[src/rtl/tx_pause_gen_pkg.sv]
// Shared MAC-control PAUSE constants and wire byte-order helper, common to the tx
// generator and rx pause/DA detection.
package tx_pause_gen_pkg;

  localparam logic [47:0] PAUSE_DA     = 48'h0180C2000001;
  localparam logic [15:0] PAUSE_TYPE   = 16'h8808;
  localparam logic [15:0] PAUSE_OPCODE = 16'h0001;

  localparam int unsigned NUM_WORDS = 8;
  localparam int unsigned CNT_W     = 3;
  localparam int unsigned DATA_W    = 64;
  localparam int unsigned BE_W      = 8;

  localparam logic [CNT_W-1:0] LAST_WORD = CNT_W'(NUM_WORDS - 1);
  localparam logic [BE_W-1:0]  BE_FULL   = 8'hFF;
  localparam logic [BE_W-1:0]  BE_LAST   = 8'h0F;

  // Byte idx of a 48-bit address in wire order; idx 0 = [47:40] goes out first.
  function automatic logic [7:0] wire_byte(input logic [47:0] addr, input logic [2:0] idx);
    return 8'(addr >> (6'd40 - {idx, 3'b000}));
  endfunction

endpackage

[src/rtl/tx_pause_word_mux.sv]
// Combinational PAUSE frame word builder: word index, quanta and SA -> data and byte enables.
// Lane 0 (bits [7:0]) carries the earliest byte on the wire.
module tx_pause_word_mux
  import tx_pause_gen_pkg::*;
(
  input  logic [CNT_W-1:0]  i_word_cnt,
  input  logic [15:0]       i_quanta,
  input  logic [47:0]       i_mac,
  output logic [DATA_W-1:0] o_data_c,
  output logic [BE_W-1:0]   o_be_c
);

  always_comb begin
    o_data_c = '0;
    o_be_c   = (i_word_cnt == LAST_WORD) ? BE_LAST : BE_FULL;
    case (i_word_cnt)
      3'd0: o_data_c = {wire_byte(i_mac, 3'd1), wire_byte(i_mac, 3'd0),
                        wire_byte(PAUSE_DA, 3'd5), wire_byte(PAUSE_DA, 3'd4),
                        wire_byte(PAUSE_DA, 3'd3), wire_byte(PAUSE_DA, 3'd2),
                        wire_byte(PAUSE_DA, 3'd1), wire_byte(PAUSE_DA, 3'd0)};
      3'd1: o_data_c = {PAUSE_OPCODE[7:0], PAUSE_OPCODE[15:8],
                        PAUSE_TYPE[7:0], PAUSE_TYPE[15:8],
                        wire_byte(i_mac, 3'd5), wire_byte(i_mac, 3'd4),
                        wire_byte(i_mac, 3'd3), wire_byte(i_mac, 3'd2)};
      3'd2: o_data_c = {48'h0, i_quanta[7:0], i_quanta[15:8]};
      default: o_data_c = '0;
    endcase
  end

endmodule

[src/rtl/tx_pause_gen.sv]
// Transmit PAUSE frame generator: on request emits one 60-byte MAC-control PAUSE frame
// as 8 x 64-bit words over a valid/ack handshake, with a single-deep pending request.
module tx_pause_gen
  import tx_pause_gen_pkg::*;
(
  input  logic              txclk,
  input  logic              reset,
  input  logic              pause_req,
  input  logic [15:0]       pause_quanta,
  input  logic [47:0]       MAC_Addr,
  input  logic              pause_ack,
  output logic              pause_valid,
  output logic [DATA_W-1:0] pause_data,
  output logic [BE_W-1:0]   pause_be,
  output logic              pause_sof,
  output logic              pause_eof,
  output logic              pause_busy
);

  typedef enum logic {S_IDLE, S_SEND} state_t;

  state_t             r_state;
  logic [CNT_W-1:0]   r_cnt;
  logic               r_pending;
  logic [15:0]        r_quanta;
  logic [47:0]        r_mac;
  logic               r_valid;
  logic [DATA_W-1:0]  r_data;
  logic [BE_W-1:0]    r_be;
  logic               r_sof;
  logic               r_eof;
  logic               r_busy;

  logic               w_adv;
  logic               w_last;
  logic               w_start;
  logic               w_load;
  logic [CNT_W-1:0]   w_sel_cnt;
  logic [15:0]        w_sel_quanta;
  logic [47:0]        w_sel_mac;
  logic [DATA_W-1:0]  w_mux_data;
  logic [BE_W-1:0]    w_mux_be;

  // A new frame starts from IDLE, or back-to-back when the eof word is accepted
  // with a request pending or arriving in the same cycle.
  assign w_adv        = r_valid & pause_ack;
  assign w_last       = (r_cnt == LAST_WORD);
  assign w_start      = (r_state == S_IDLE) ? pause_req
                                            : (w_adv & w_last & (r_pending | pause_req));
  assign w_load       = w_start | (w_adv & ~w_last);
  assign w_sel_cnt    = w_start ? '0 : CNT_W'(r_cnt + 1'b1);
  assign w_sel_quanta = w_start ? pause_quanta : r_quanta;
  assign w_sel_mac    = w_start ? MAC_Addr : r_mac;

  tx_pause_word_mux u_word_mux (
    .i_word_cnt (w_sel_cnt),
    .i_quanta   (w_sel_quanta),
    .i_mac      (w_sel_mac),
    .o_data_c   (w_mux_data),
    .o_be_c     (w_mux_be)
  );

  always_ff @(posedge txclk) begin
    if (!reset) begin
      r_state   <= S_IDLE;
      r_cnt     <= '0;
      r_pending <= 1'b0;
      r_quanta  <= '0;
      r_mac     <= '0;
      r_valid   <= 1'b0;
      r_data    <= '0;
      r_be      <= '0;
      r_sof     <= 1'b0;
      r_eof     <= 1'b0;
      r_busy    <= 1'b0;
    end else begin
      case (r_state)
        S_IDLE: begin
          r_pending <= 1'b0;
        end
        S_SEND: begin
          // A restart consumes the pending slot; a request in that same cycle refills it.
          r_pending <= w_start ? (r_pending & pause_req) : (r_pending | pause_req);
        end
        default: r_pending <= 1'b0;
      endcase

      if (w_load) begin
        r_state  <= S_SEND;
        r_cnt    <= w_sel_cnt;
        r_quanta <= w_sel_quanta;
        r_mac    <= w_sel_mac;
        r_valid  <= 1'b1;
        r_data   <= w_mux_data;
        r_be     <= w_mux_be;
        r_sof    <= w_start;
        r_eof    <= (w_sel_cnt == LAST_WORD);
        r_busy   <= 1'b1;
      end else if (w_adv) begin
        r_state <= S_IDLE;
        r_cnt   <= '0;
        r_valid <= 1'b0;
        r_data  <= '0;
        r_be    <= '0;
        r_sof   <= 1'b0;
        r_eof   <= 1'b0;
        r_busy  <= 1'b0;
      end
    end
  end

  assign pause_valid = r_valid;
  assign pause_data  = r_data;
  assign pause_be    = r_be;
  assign pause_sof   = r_sof;
  assign pause_eof   = r_eof;
  assign pause_busy  = r_busy;

endmodule
[config.mk]
export PLATFORM = sky130hd
export DESIGN_NAME = tx_pause_gen
export DESIGN_NICKNAME = d
export VERILOG_FILES = /design/src/rtl/tx_pause_gen_pkg.sv /design/src/rtl/tx_pause_word_mux.sv /design/src/rtl/tx_pause_gen.sv
export SDC_FILE = /design/constraint.sdc
export NUM_CORES = 1
export LEC_CHECK = 0
export BUFFER_PORTS_ARGS = -buffer_cell sky130_fd_sc_hd__buf_2
export CORE_MARGIN = 2
export CORE_UTILIZATION = 41
export DETAILED_ROUTE_END_ITERATION = 16
export GPL_ROUTABILITY_DRIVEN = 0
export GPL_TIMING_DRIVEN = 0
export PLACE_DENSITY = 0.64
export SYNTH_ARGS = -nofsm -noshare
export SYNTH_HDL_FRONTEND = slang
export SYNTH_SLANG_ARGS = --single-unit
[constraint.sdc]
create_clock -name txclk -period 1.85 [get_ports txclk]
set_input_delay 0.0925 -clock txclk [delete_from_list [all_inputs] [get_ports txclk]]
set_output_delay 0.0925 -clock txclk [all_outputs]
set_load 0.01 [all_outputs]
==> flow_results.org <==
** Worst setup path
- On the critical path the largest part of the delay comes from simple AND/OR/NAND/NOR gates.
- Critical path endpoint category :: flop
- Critical Setup Path Class :: flop to flop
- Worst path bufs/invs :: 1
- In this design, the critical path's most frequently occurring cell is ha_4.
- In this run the register-to-register setup slack is -0.02 ns.
- Worst path slowest cell :: dfxtp_2
- Data arrives at the worst endpoint at 2.16 ns.
- R2R cell count :: 7
- Traced cell by cell, the critical path runs through ha_4 -> ha_4 -> and4bb_4 -> and4_4 -> buf_6 -> and3_1 -> a221o_1.
- STA classifies the critical path startpoint as a flop.
- The worst register-to-register path begins at r_cnt[0].
- In this design, the stage delay of the slowest critical-path cell is 0.34 ns.
- Endpoint of the worst-slack reg-to-reg timing path :: pause_data[55]
- Maximum fanout along the worst path :: 7
- Worst Path Required :: 2.13 ns

** Timing
- Final Max Slew Viols :: 0
- The final critical path takes up 101% of the cycle.
- Minimum setup slack in the final design :: -0.0217 ns
- Post-route minimum period :: 1.87 ns
- Actual transition at the worst max-transition pin :: 0.526 ns
- Setup repair after global routing could not meet its margin everywhere.
- Worst relative slew slack :: 65.0%
- Setup violation total in the final timing report :: 5
- Worst clock skew :: 0.00599 ns
- Highest clock frequency the design can meet :: 534 MHz
- Setup_tns :: -0.0626 ns
- Final hold violations :: 0

** Run status
- Run status :: complete, but fails checks
- Violations in the final reports :: negative setup slack

** Clock network
- Clock Sink Count :: 122
- Number of buffers on the longest clock path :: 2
- The tree is rooted in a clkbuf_16.
- TritonCTS buffer count :: 17
- CTS tree :: done
- The H-tree generated during clock tree synthesis spans 4 levels.
- After clock tree synthesis, the clock-pin slew on the worst setup and hold paths is 0.06 ns.
- Clock insertion delay at the later pin of the skew report :: 0.40 ns

** Layout
- The number of antenna diodes in the final layout is 0.
- Area of the multi-input gates :: 2110 um2
- Fill cells in the final layout number 955.
- For this run, the share of the core covered by cells in the final layout is 63.0%.
- The finished layout holds 886 standard cells, fillers aside.
- After the last flow step, the layout net total stands at 800.
- Compared with the post-synthesis result, the final layout area differs by 48.9%.
- Fraction of layout cells with a size suffix above 1 :: 31.0%
- Sequential Area :: 2450 um2

** Floorplanning
- The floorplan has 39 rows.
- Core outline area :: 11500 um2
- From bottom edge to top edge, the die measures 113 um.
- Initial core utilization :: 42.3%
- The die covers 12700 um2.
- Num ports :: 144
- In this run the horizontal extent of the chip is 113 um.

** Route
- First-pass detailed-route iteration total :: 6
- In the final routed layout, each cell accounts on average for 15.2 um.
- Number of antenna-violating nets in the routed design :: 0
- For this block, the via count after detailed routing is 4369.
- Number of violations reported at the end of detailed-routing iteration 0 :: 238
- Dividing the detail-routed via count by the number of cells gives 4.93.
- For this block, the routed nets add up to 13500 um of wire.
- Post-route DRC violation count :: 0

** Global route
- The number of antenna violations at the first check in global routing came to 0.
- The via count of the first global-routing pass was 4253.
- Wire length of the first global-routing pass :: 21100 um
- For this run, the total global-route usage over all layers was measured as 21.2%.
- Entering global routing, the biggest net connects 17 pins.
- Overflow left after global routing :: 0

** Synthesis
- Top cell types by occurrence after synthesis :: dfxtp_1 (122), nand2_1 (107), a21boi_1 (40)
- Summing the sequential cell areas from Yosys gives 50.3% of the chip area.
- For this run, asynchronously set or reset flops after synthesis account for 0%.
- Synthesis produced 502 cells.
- Number of distinct library cells after synthesis :: 39
- In this run, synthesis inferred 0 flip-flops with an integrated enable.
- In the synthesized netlist the dominant register cell turns out to be dfxtp_1.
- Library cell occupying the most area in the post-synthesis netlist :: dfxtp_1
- Dividing the synthesized area by the synthesized cell count gives 9.67 um2.
- The top cell type by area accounts for 50.3% of the synthesized area.
- FF+latch count, synth :: 122
- Yosys attributes the largest share of cell area to dfxtp_1 (50%), nand2_1 (8.3%), a21boi_1 (6.2%).
- Number of warnings issued by yosys :: 0
- Among all cell types in the netlist, the one instantiated most often is dfxtp_1.
- Summing every instance area after synthesis gives 4850 um2.

** Power
- Final Total Pwr :: 7640 uW
- Maximum ir drop on the vdd rail :: 698 uV
- In this run the static leakage power is 0.00325 uW.
- Power per cell area :: 1060 nW/um2

** Placed design
- At the placement stage, the worst setup path has a slack of -0.298 ns.
- HPWL after detailed placement :: 8890 um
- Including well taps, the total number of placed cells is 787.
- The count of buffers added on input and output ports is 131.

** Worst hold path
- Endpoint of the worst hold path :: r_mac[5]
- Tightest Hold Check Type :: input port to flop
- Origin of the worst min-delay path :: MAC_Addr[5]
- Hold depth :: 3

** Run
- The tool flagged a number of max-cap violations equal to 0.
## sequential cells by signal, summed over array words and instances (netlist names)
name	cells
pause_data	50
r_mac	48
r_quanta	16
r_cnt	3
pause_be	2
pause_eof	1
pause_sof	1
r_pending	1
## cell type report
cell class	instances	area share [%]
Tap cell	143	2.48
Sequential cell	122	33.9
Timing Repair Buffer	201	18.8
Multi-Input combinational cell	331	29.3
Buffer	56	5.63
Clock buffer	22	6.70
Inverter	1	0.0520
Clock inverter	10	3.24
## metrics by stage
step | hold WS, ns | area [um2]
4_1_cts | 0.000157 | 7190
3_5_place_dp | 0.338 | 5740
3_3_place_gp | 0.333 | 5740
5_1_grt | 0.0168 | 7220
2_1_floorplan | 0.216 | 4910
6_report | 0.00499 | 7220
## cells in the final DEF (no fill, tap or decap), types with 5 or more instances in the layout
master         synthesis  final
and3_1                20     19
nand2_1              107    107
nor2b_1               33     33
o21ai_0               25     24
dlygate4sd3_1          0     64
a221o_1               16     16
a21boi_1              40     40
a21boi_0               6      6
clkbuf_16              0     17
mux2i_1               24     22
dfxtp_1              122    119
clkbuf_8               0      5
conb_1                 1     12
buf_4                 27     33
bufinv_16              0      7
a222oi_1               6      6
buf_2                  8    134
clkbuf_1              16     11
a22oi_1                7      7
buf_6                  8      9
## layer usage
metal / wire length, um / GRT usage (%)
met1: 6020 / 25.8
met4: 175 / 9.19
met5: 0 / 0
met2: 6670 / 36.5
met3: 594 / 3.96
## cells by family (layout without fill, tap and decap cells)
family | count (synthesis) | count (layout) | share of synthesized area (%)
buf+inv | 60 | 290 | 8.17
compound gates | 116 | 116 | 18.2
mux | 24 | 24 | 4.95
flops | 122 | 122 | 50.3
other cells | 1 | 12 | 0.0773
fa+ha+maj | 3 | 3 | 0.722
simple gates | 176 | 176 | 17.6
## repair_timing
item,in CTS,in global routing
cloned,1,0
setup buffers,5,0
endpoints found under the setup margin,115,65
hold endpoints to repair,81,0
pin swaps,3,1
gates resized for setup,13,14
hold buffers,64,0
## how the worst max path moves through the flow
stage	start	endpoint	slack (ns)	cells past startpoint
final	r_cnt[0]	pause_data[55]	-0.02	7
after floorplan	r_cnt[0]	pause_data[53]	0.01	7
after detailed placement	r_cnt[0]	pause_data[17]	-0.30	6
after global routing	r_cnt[0]	pause_data[55]	-0.05	7
after global placement	r_cnt[0]	pause_data[22]	-0.21	6
after CTS	r_cnt[0]	pause_data[57]	0.004	7
## worst register-to-register path, cell delays in order (launching register included)
cell	delay (ns)
dfxtp_2	0.34
ha_4	0.16
ha_4	0.27
and4bb_4	0.22
and4_4	0.19
buf_6	0.13
and3_1	0.18
a221o_1	0.27
## power breakdown
part	switching [uW]	internal, uW	leakage (uW)
clock network	1170	2810	0.000343
logic	402	420	0.00191
registers	67.5	2770	0.00100
(Power assumes the default switching activity.)
